--- src/rtl/axis_switch_out_port.sv ---
// rtl/axis_switch_out_port.sv - AXI-Stream switch output port: grant consumer, packet lock, 2-entry output buffer
module axis_switch_out_port #(
    parameter int N_IN   = 8,
    parameter int DATA_W = 32,
    parameter int ID_W   = $clog2(N_IN)
) (
    input  logic                   clk,
    input  logic                   reset_n,
    input  logic [N_IN*DATA_W-1:0] s_tdata_i,
    input  logic [N_IN-1:0]        s_tlast_i,
    input  logic [N_IN-1:0]        s_tvalid_i,
    output logic [N_IN-1:0]        s_tready_o,
    output logic [N_IN-1:0]        arb_req_o,
    input  logic [ID_W-1:0]        arb_gnt_id_i,
    input  logic                   arb_gnt_vld_i,
    output logic                   arb_gnt_rdy_o,
    output logic [DATA_W-1:0]      m_tdata_o,
    output logic                   m_tlast_o,
    output logic [ID_W-1:0]        m_tid_o,
    output logic                   m_tvalid_o,
    input  logic                   m_tready_i
);

    typedef enum logic {S_IDLE = 1'b0, S_ACTIVE = 1'b1} state_e;

    // One extra bit so that N_IN itself is representable for the range check
    localparam logic [ID_W:0] N_IN_EXT = (ID_W+1)'(N_IN);

    state_e            state_q, state_d;
    logic [ID_W-1:0]   sel_q, sel_d;
    logic [1:0]        count_q, count_d;
    logic              wr_ptr_q, wr_ptr_d;
    logic              rd_ptr_q, rd_ptr_d;
    logic [DATA_W-1:0] buf_data_q [2];
    logic              buf_last_q [2];
    logic [ID_W-1:0]   buf_id_q   [2];

    logic              idle_ok;
    logic              active_ok;
    logic              has_space;
    logic              gnt_in_range;
    logic              gnt_fire;
    logic              in_fire;
    logic              out_fire;
    logic              sel_tvalid;
    logic              sel_tlast;
    logic [DATA_W-1:0] sel_tdata;

    // Crossbar: route the owning input's stream signals to the buffer write port
    always_comb begin
        sel_tvalid = 1'b0;
        sel_tlast  = 1'b0;
        sel_tdata  = '0;
        for (int i = 0; i < N_IN; i++) begin
            if (sel_q == ID_W'(i)) begin
                sel_tvalid = s_tvalid_i[i];
                sel_tlast  = s_tlast_i[i];
                sel_tdata  = s_tdata_i[i*DATA_W +: DATA_W];
            end
        end
    end

    // Reset gates every handshake facing the arbiter and the sources.
    // Ready depends only on the registered count, never on m_tready_i.
    assign idle_ok      = reset_n && (state_q == S_IDLE);
    assign active_ok    = reset_n && (state_q == S_ACTIVE);
    assign has_space    = (count_q != 2'd2);
    assign gnt_in_range = ({1'b0, arb_gnt_id_i} < N_IN_EXT);
    assign gnt_fire     = arb_gnt_vld_i && idle_ok;
    assign in_fire      = active_ok && has_space && sel_tvalid;
    assign out_fire     = (count_q != 2'd0) && m_tready_i;

    // FSM state register and owning-input register
    always_ff @(posedge clk) begin
        if (!reset_n) begin
            state_q <= S_IDLE;
            sel_q   <= '0;
        end else begin
            state_q <= state_d;
            sel_q   <= sel_d;
        end
    end

    // FSM next state: lock on an in-range grant, release after the tlast beat
    always_comb begin
        state_d = state_q;
        sel_d   = sel_q;
        case (state_q)
            S_IDLE: begin
                if (gnt_fire && gnt_in_range) begin
                    state_d = S_ACTIVE;
                    sel_d   = arb_gnt_id_i;
                end
            end
            S_ACTIVE: begin
                if (in_fire && sel_tlast) begin
                    state_d = S_IDLE;
                end
            end
            default: state_d = S_IDLE;
        endcase
    end

    // FSM outputs: requests and grant-ready only in IDLE, source ready only to the owner
    always_comb begin
        arb_gnt_rdy_o = idle_ok;
        arb_req_o     = idle_ok ? s_tvalid_i : '0;
        s_tready_o    = '0;
        for (int i = 0; i < N_IN; i++) begin
            if (active_ok && has_space && (sel_q == ID_W'(i))) begin
                s_tready_o[i] = 1'b1;
            end
        end
    end

    // Output buffer occupancy and pointer next state
    always_comb begin
        wr_ptr_d = in_fire  ? ~wr_ptr_q : wr_ptr_q;
        rd_ptr_d = out_fire ? ~rd_ptr_q : rd_ptr_q;
        case ({in_fire, out_fire})
            2'b10:   count_d = count_q + 2'd1;
            2'b01:   count_d = count_q - 2'd1;
            default: count_d = count_q;
        endcase
    end

    // Output buffer control registers; reset discards any queued beats
    always_ff @(posedge clk) begin
        if (!reset_n) begin
            count_q  <= 2'd0;
            wr_ptr_q <= 1'b0;
            rd_ptr_q <= 1'b0;
        end else begin
            count_q  <= count_d;
            wr_ptr_q <= wr_ptr_d;
            rd_ptr_q <= rd_ptr_d;
        end
    end

    // Output buffer storage; contents are only observed while count is non-zero
    always_ff @(posedge clk) begin
        if (in_fire) begin
            buf_data_q[wr_ptr_q] <= sel_tdata;
            buf_last_q[wr_ptr_q] <= sel_tlast;
            buf_id_q[wr_ptr_q]   <= sel_q;
        end
    end

    // Master stream from the head entry, forced to zero when empty
    assign m_tvalid_o = (count_q != 2'd0);
    assign m_tdata_o  = m_tvalid_o ? buf_data_q[rd_ptr_q] : '0;
    assign m_tlast_o  = m_tvalid_o ? buf_last_q[rd_ptr_q] : 1'b0;
    assign m_tid_o    = m_tvalid_o ? buf_id_q[rd_ptr_q]   : '0;

endmodule

--- config.mk ---
export PLATFORM = sky130hd
export DESIGN_NAME = axis_switch_out_port
export DESIGN_NICKNAME = d
export VERILOG_FILES = /design/src/rtl/axis_switch_out_port.sv
export SDC_FILE = /design/constraint.sdc
export NUM_CORES = 1
export LEC_CHECK = 0
export CAP_MARGIN = 5
export CORE_MARGIN = 1
export CORE_UTILIZATION = 31
export DETAILED_ROUTE_END_ITERATION = 8
export PLACE_DENSITY = 0.71
export RECOVER_POWER = 100
export REMOVE_ABC_BUFFERS = 1
export SYNTH_ARGS = -nofsm -noshare
export SYNTH_HDL_FRONTEND = slang
export SYNTH_SLANG_ARGS = --single-unit
--- constraint.sdc ---
create_clock -name clk -period 3.2 [get_ports clk]
set_input_delay 0.48 -clock clk [delete_from_list [all_inputs] [get_ports clk]]
set_output_delay 0.48 -clock clk [all_outputs]
set_load 0.01 [all_outputs]
# After elaboration in Yosys (flattened, before gate mapping)
# Memories as Yosys holds them, arrays and structs flattened. A register that Yosys moved wholly into a read port is not among the register bits.
# Index checks and enable logic that the tools add are counted.
[classes] addsub=2 mul=0 div=0 n_lt_le_gt_ge=0 n_eq_ne=10 shifts=0 muxes=48 bitwise_logic=3 n_reduce_logical=19
[ops] operator="$mux 32" n=9
[ops] operator="$mux 1" n=35
[ops] operator="$logic_and 1x1->1" n=15
[ops] operator="$eq 3x3->1 const B" n=4
[ops] operator="$mux 8" n=1
[ops] operator="$eq 3x2->1 const B" n=2
[ops] operator="$pmux 2 s2" n=1
[ops] operator="$reduce_bool 2->1" n=2
[ops] operator="$eq 3x1->1 const B" n=1
[ops] operator="$logic_not 3->1" n=1
[ops] operator="$mux 3" n=1
[ops] operator="$not 1->1" n=3
[ops] operator="$add 2x1->2 const B" n=1
[ops] operator="$eq 2x1->1 const B" n=1
[ops] operator="$eq 2x2->1 const B" n=1
[ops] operator="$ne 2x2->1 const B" n=1
[ops] operator="$pmux 1 s2" n=1
[ops] operator="$reduce_and 2->1" n=1
[ops] operator="$sub 2x1->2 const B" n=1
[word_totals] regBits=8 latch_bits=0 ramBits=72 mem_bits_ro=0 in_bits=279 elab_cells=90 n_memories=3
[memory_table] memory="buf_data_q" depth=2 word_bits=32 read_ports=1 rd_ports_with_merged_regs=1 wr=1 line="34" rtl="logic [DATA_W-1:0] buf_data_q [2];"
[memory_table] memory="buf_id_q" depth=2 word_bits=3 read_ports=1 rd_ports_with_merged_regs=1 wr=1 line="36" rtl="logic [ID_W-1:0] buf_id_q [2];"
[memory_table] memory="buf_last_q" depth=2 word_bits=1 read_ports=1 rd_ports_with_merged_regs=1 wr=1 line="35" rtl="logic buf_last_q [2];"

# Depth between registers and ports, before layout
[depth] ltp_word=13 mapped_depth=8

# Worst setup path after synthesis
# OpenSTA, ideal clock, no wires.
[synth_path] path_kind="input -> register" startpoint="input port s_tvalid_i[2]" endpoint="memory buf_data_q[0][0] (enable)" setup_ns=0.431 t_arrival_ns=2.744 t_required_ns=2.769 path_slack_ns=0.026 path_stages=4 cell_sequence="or3b_1 a21oi_2 o311ai_4 nor2_1"
[synth_via] elab_chain_len=9
[synth_rtl] element="start: declaration" line="11" rtl="input logic [N_IN-1:0] s_tvalid_i,"
[synth_rtl] element="$mux 1 (6 in series)" line="55" rtl="if (sel_q == ID_W'(i)) begin"
[synth_rtl] element="$logic_and 1x1->1" line="70" rtl="assign in_fire = active_ok && has_space && sel_tvalid;"
[synth_rtl] element="$mux 1" line="142" rtl="if (in_fire) begin"
[synth_rtl] element="$mux 1 (not written as such)" line="143" rtl="buf_data_q[wr_ptr_q] <= sel_tdata;"
[synth_rtl] element="end: declaration" line="34"
# No other way between the ends.

==> summary.txt <==
Synthesis
  – Mapped Area: about 5700 sq um
  – Yosys top cell area share: 0.3804
  – Cell with the most instances after synthesis: nor2_1
  – FFs w/ async S/R, synth: 0
  – Yosys cell types: 50
  – Mean Syn Cell Area: roughly 10 sq um
  – Synth top area cells: edfxtp_1 38%, mux2i_1 12%, mux4_2 7.1%
  – Seq/Total Area, Yosys: 0.4121
  – Register bit count reported by yosys: 81
  – Synth Flop Type: edfxtp_1
  – Post-synth top area cell: edfxtp_1
  – Synth Instances: roughly 570
  – Post-synth top cells: 82 x nor2_1, 72 x edfxtp_1, 69 x mux2i_1
  – YS warnings: 0
  – Post-synth EDFFs: between 70 and 80

Floorplanning
  – Initial Util: 0.3164
  – Io pins: between 300 and 400
  – Die ar.: around 19000 sq um
  – Die W: ~140 um
  – Core box area: 17960 sq um
  – Std-Cell Rows: 49
  – Die Ht: roughly 140 um

CTS
  – CTS Root Cell: clkbuf_16
  – H-tree depth: 3
  – Clock buffer depth: 2
  – Worst-path clk slew: around 0.060 ns
  – Post-CTS setup buffers: 0
  – Clk_lat worst skew: between 0.3 and 0.4 ns
  – Total CTS buffers: 9
  – TritonCTS clock tree: built
  – Post_cts resized: 0
  – Hold buffers post-CTS: 0
  – Clk sinks: ~80

Placement
  – Dpl hpwl: around 15 mm
  – GPL Wtd Cong: 0.7993
  – Port Buffers: 332
  – Placed instance count: around 1100

Power and ir drop
  – Maximum VDD drop: around 0.21 mV
  – PD cells: 322.6 nW/um^2
  – Leak: 3.238 nW
  – Power Total: 3.058 mW

Worst setup path
  – R2R setup slack: around 0.54 ns
  – Required time of the critical path: approximately 2.7 ns
  – Critical-path top delay cell: dlygate4sd3_1
  – CP max FO: 20
  – Crit path buffers/inverters: 2
  – RR Endpoint: buf_data_q[1][23]
  – Crit Path Class: flip-flop to primary output
  – Levels on crit path: 4
  – Reg2Reg Depth: 5
  – Reg-to-reg startpoint: sel_q[1]
  – Crit path launch type: flip-flop
  – Critical path data arrival time: between 2 and 2.5 ns
  – CP cell instances: clkbuf_2 > mux2i_1 > nor2_1 > dlygate4sd3_1
  – CP top delay family: buffers and inverters
  – Slowest stage delay, CP: about 0.65 ns
  – CP endpoint kind: primary output

GRT
  – Grt ovf: 0
  – Number of global-route vias before repair: approximately 5500
  – Initial antenna violation count: 0
  – First-pass GRT wire length: around 28 mm
  – M2 GR Usage: 0.3509
  – GRT met3 Usage: 0.02943
  – Largest net degree at the start of global routing: 53
  – Most Crowded Layer GR: met2
  – GR Util met1: 0.2458
  – GR Util All Layers: 0.1974

Routing
  – DR WL/cell: ~17 um
  – DR iter-0 viols: between 200 and 250
  – DRT Pass-1 Iters: 4
  – Routed vias/inst: between 4 and 5
  – WL final: around 19 mm
  – DRC: 0
  – Final ANT Viol Nets: 0
  – Vias post-DR: 5470

Outcome
  – Status: complete, no violations

Worst hold path
  – Min-delay src: rd_ptr_q
  – Hold Crit Class: flip-flop to flip-flop
  – Hold Path Depth: 2

Timing
  – Slew margin rel.: 0.2935
  – RSZ-0062 raised after global routing: no
  – FMAX: ~350 MHz
  – Setup Skew: approximately 0.012 ns
  – Final setup TNS: 0 ns
  – Tmin final: approximately 2.9 ns
  – Hold Vio Cnt, Final: 0
  – Final max-slew violation count: 0
  – Setup violators final: 0
  – Worst-Margin Slew: around 1.1 ns
  – Tcrit/Tclk final: 0.8963

Layout
  – Nets@finish: between 1000 and 1500
  – Area growth from synthesis to layout: 66.76%
  – Non-Filler Instances: between 1000 and 1500
  – Antenna cells: 0
  – Layout cell share with drive strength beyond 1: 0.08744

Job
  – Max-Cap Viols: 0
[power by group]
part | switching, mW | internal, mW | leakage (nW)
Combinational | 0.334 | 0.539 | 2.38
Sequential | 0.0291 | 1.21 | 0.730
Clock | 0.412 | 0.533 | 0.130
Total | 0.775 | 2.28 | 3.24
[through the flow]
stage                     area (sq um)  utilization  hold WS, ns  setup WS, ns
after floorplan                   5394            -       0.5278        -2.385
after global placement            9231       0.5139       0.5722        0.5116
after detailed placement          9231       0.5139       0.5798        0.4764
after CTS                         9510       0.5294       0.5893        0.4915
after global routing              9479       0.5277       0.6029        0.2235
final                             9479       0.5277       0.5807        0.3317
[how the worst max path moves through the flow]
stage	start	endpoint	slack [ns]
after detailed placement	s_tvalid_i[2]	buf_data_q[0][10]	0.48
after CTS	count_q[1]	m_tdata_o[15]	0.49
after floorplan	sel_q[0]	buf_data_q[0][0]	-2.39
after global placement	s_tvalid_i[2]	buf_data_q[0][10]	0.51
final	flip-flop	m_tdata_o[18]	0.33
after global routing	count_q[1]	m_tdata_o[27]	0.22
[cells by family (layout without fill, tap and decap cells)]
kind of cell / after synthesis / count (layout) / synth area share
AND/OR/NAND/NOR: 210 / 210 / 0.1658
AO/OA/AOI/OAI: 118 / 118 / 0.1369
multiplexers: 105 / 105 / 0.2285
flip-flops: 81 / 81 / 0.4121
buffers and inverters: 52 / 376 / 0.05371
XOR/XNOR: 2 / 2 / 0.003082
[state kept, by name, indices dropped and copies added, names as in the netlist, named ones only]
| register | count |
|---|---|
| buf_data_q | 64 |
| wr_ptr_q | 1 |
| count_q | 2 |
| buf_last_q | 2 |
| state_q | 1 |
| sel_q | 3 |
| rd_ptr_q | 1 |
| buf_id_q | 6 |
[worst reg2reg max path, delay by kind of cell, from the launching register on]
| kind | cells | cell delay, ns |
|---|---|---|
| DFF | 1 | 0.54 |
| and+or+nand+nor | 1 | 0.13 |
| buffers and inverters | 2 | 0.96 |
| AOI/OAI and AO/OA | 2 | 0.65 |
[placed cells by master, fill, tap and decap left out, types with 15 or more instances in the layout]
| master | n |
|---|---|
| mux4_2 | 18 |
| mux2i_1 | 69 |
| buf_4 | 15 |
| dlygate4sd3_1 | 32 |
| nand2_1 | 64 |
| nor3_1 | 15 |
| edfxtp_1 | 72 |
| clkdlybuf4s50_1 | 300 |
| nor2_1 | 79 |
| nor2b_1 | 21 |
| o21ai_0 | 26 |
| a21oi_1 | 42 |
[final cells by class]
class / count / area, sq um
fillers: 1661 / 8484
flip-flops and latches: 81 / 2351
clock buffers: 10 / 229.0
repair buffers: 356 / 3491
clock inverters: 6 / 50.05
multi-input cells: 435 / 3057
inverters: 4 / 15.01
well taps: 229 / 286.5
[routing by layer]
metal,up-vias,share of wire
met5,-,0
met4,0,0.014
met3,19,0.055
met2,174,0.51
met1,2534,0.42
li1,2743,-
Power figures use the tool's default switching activity.
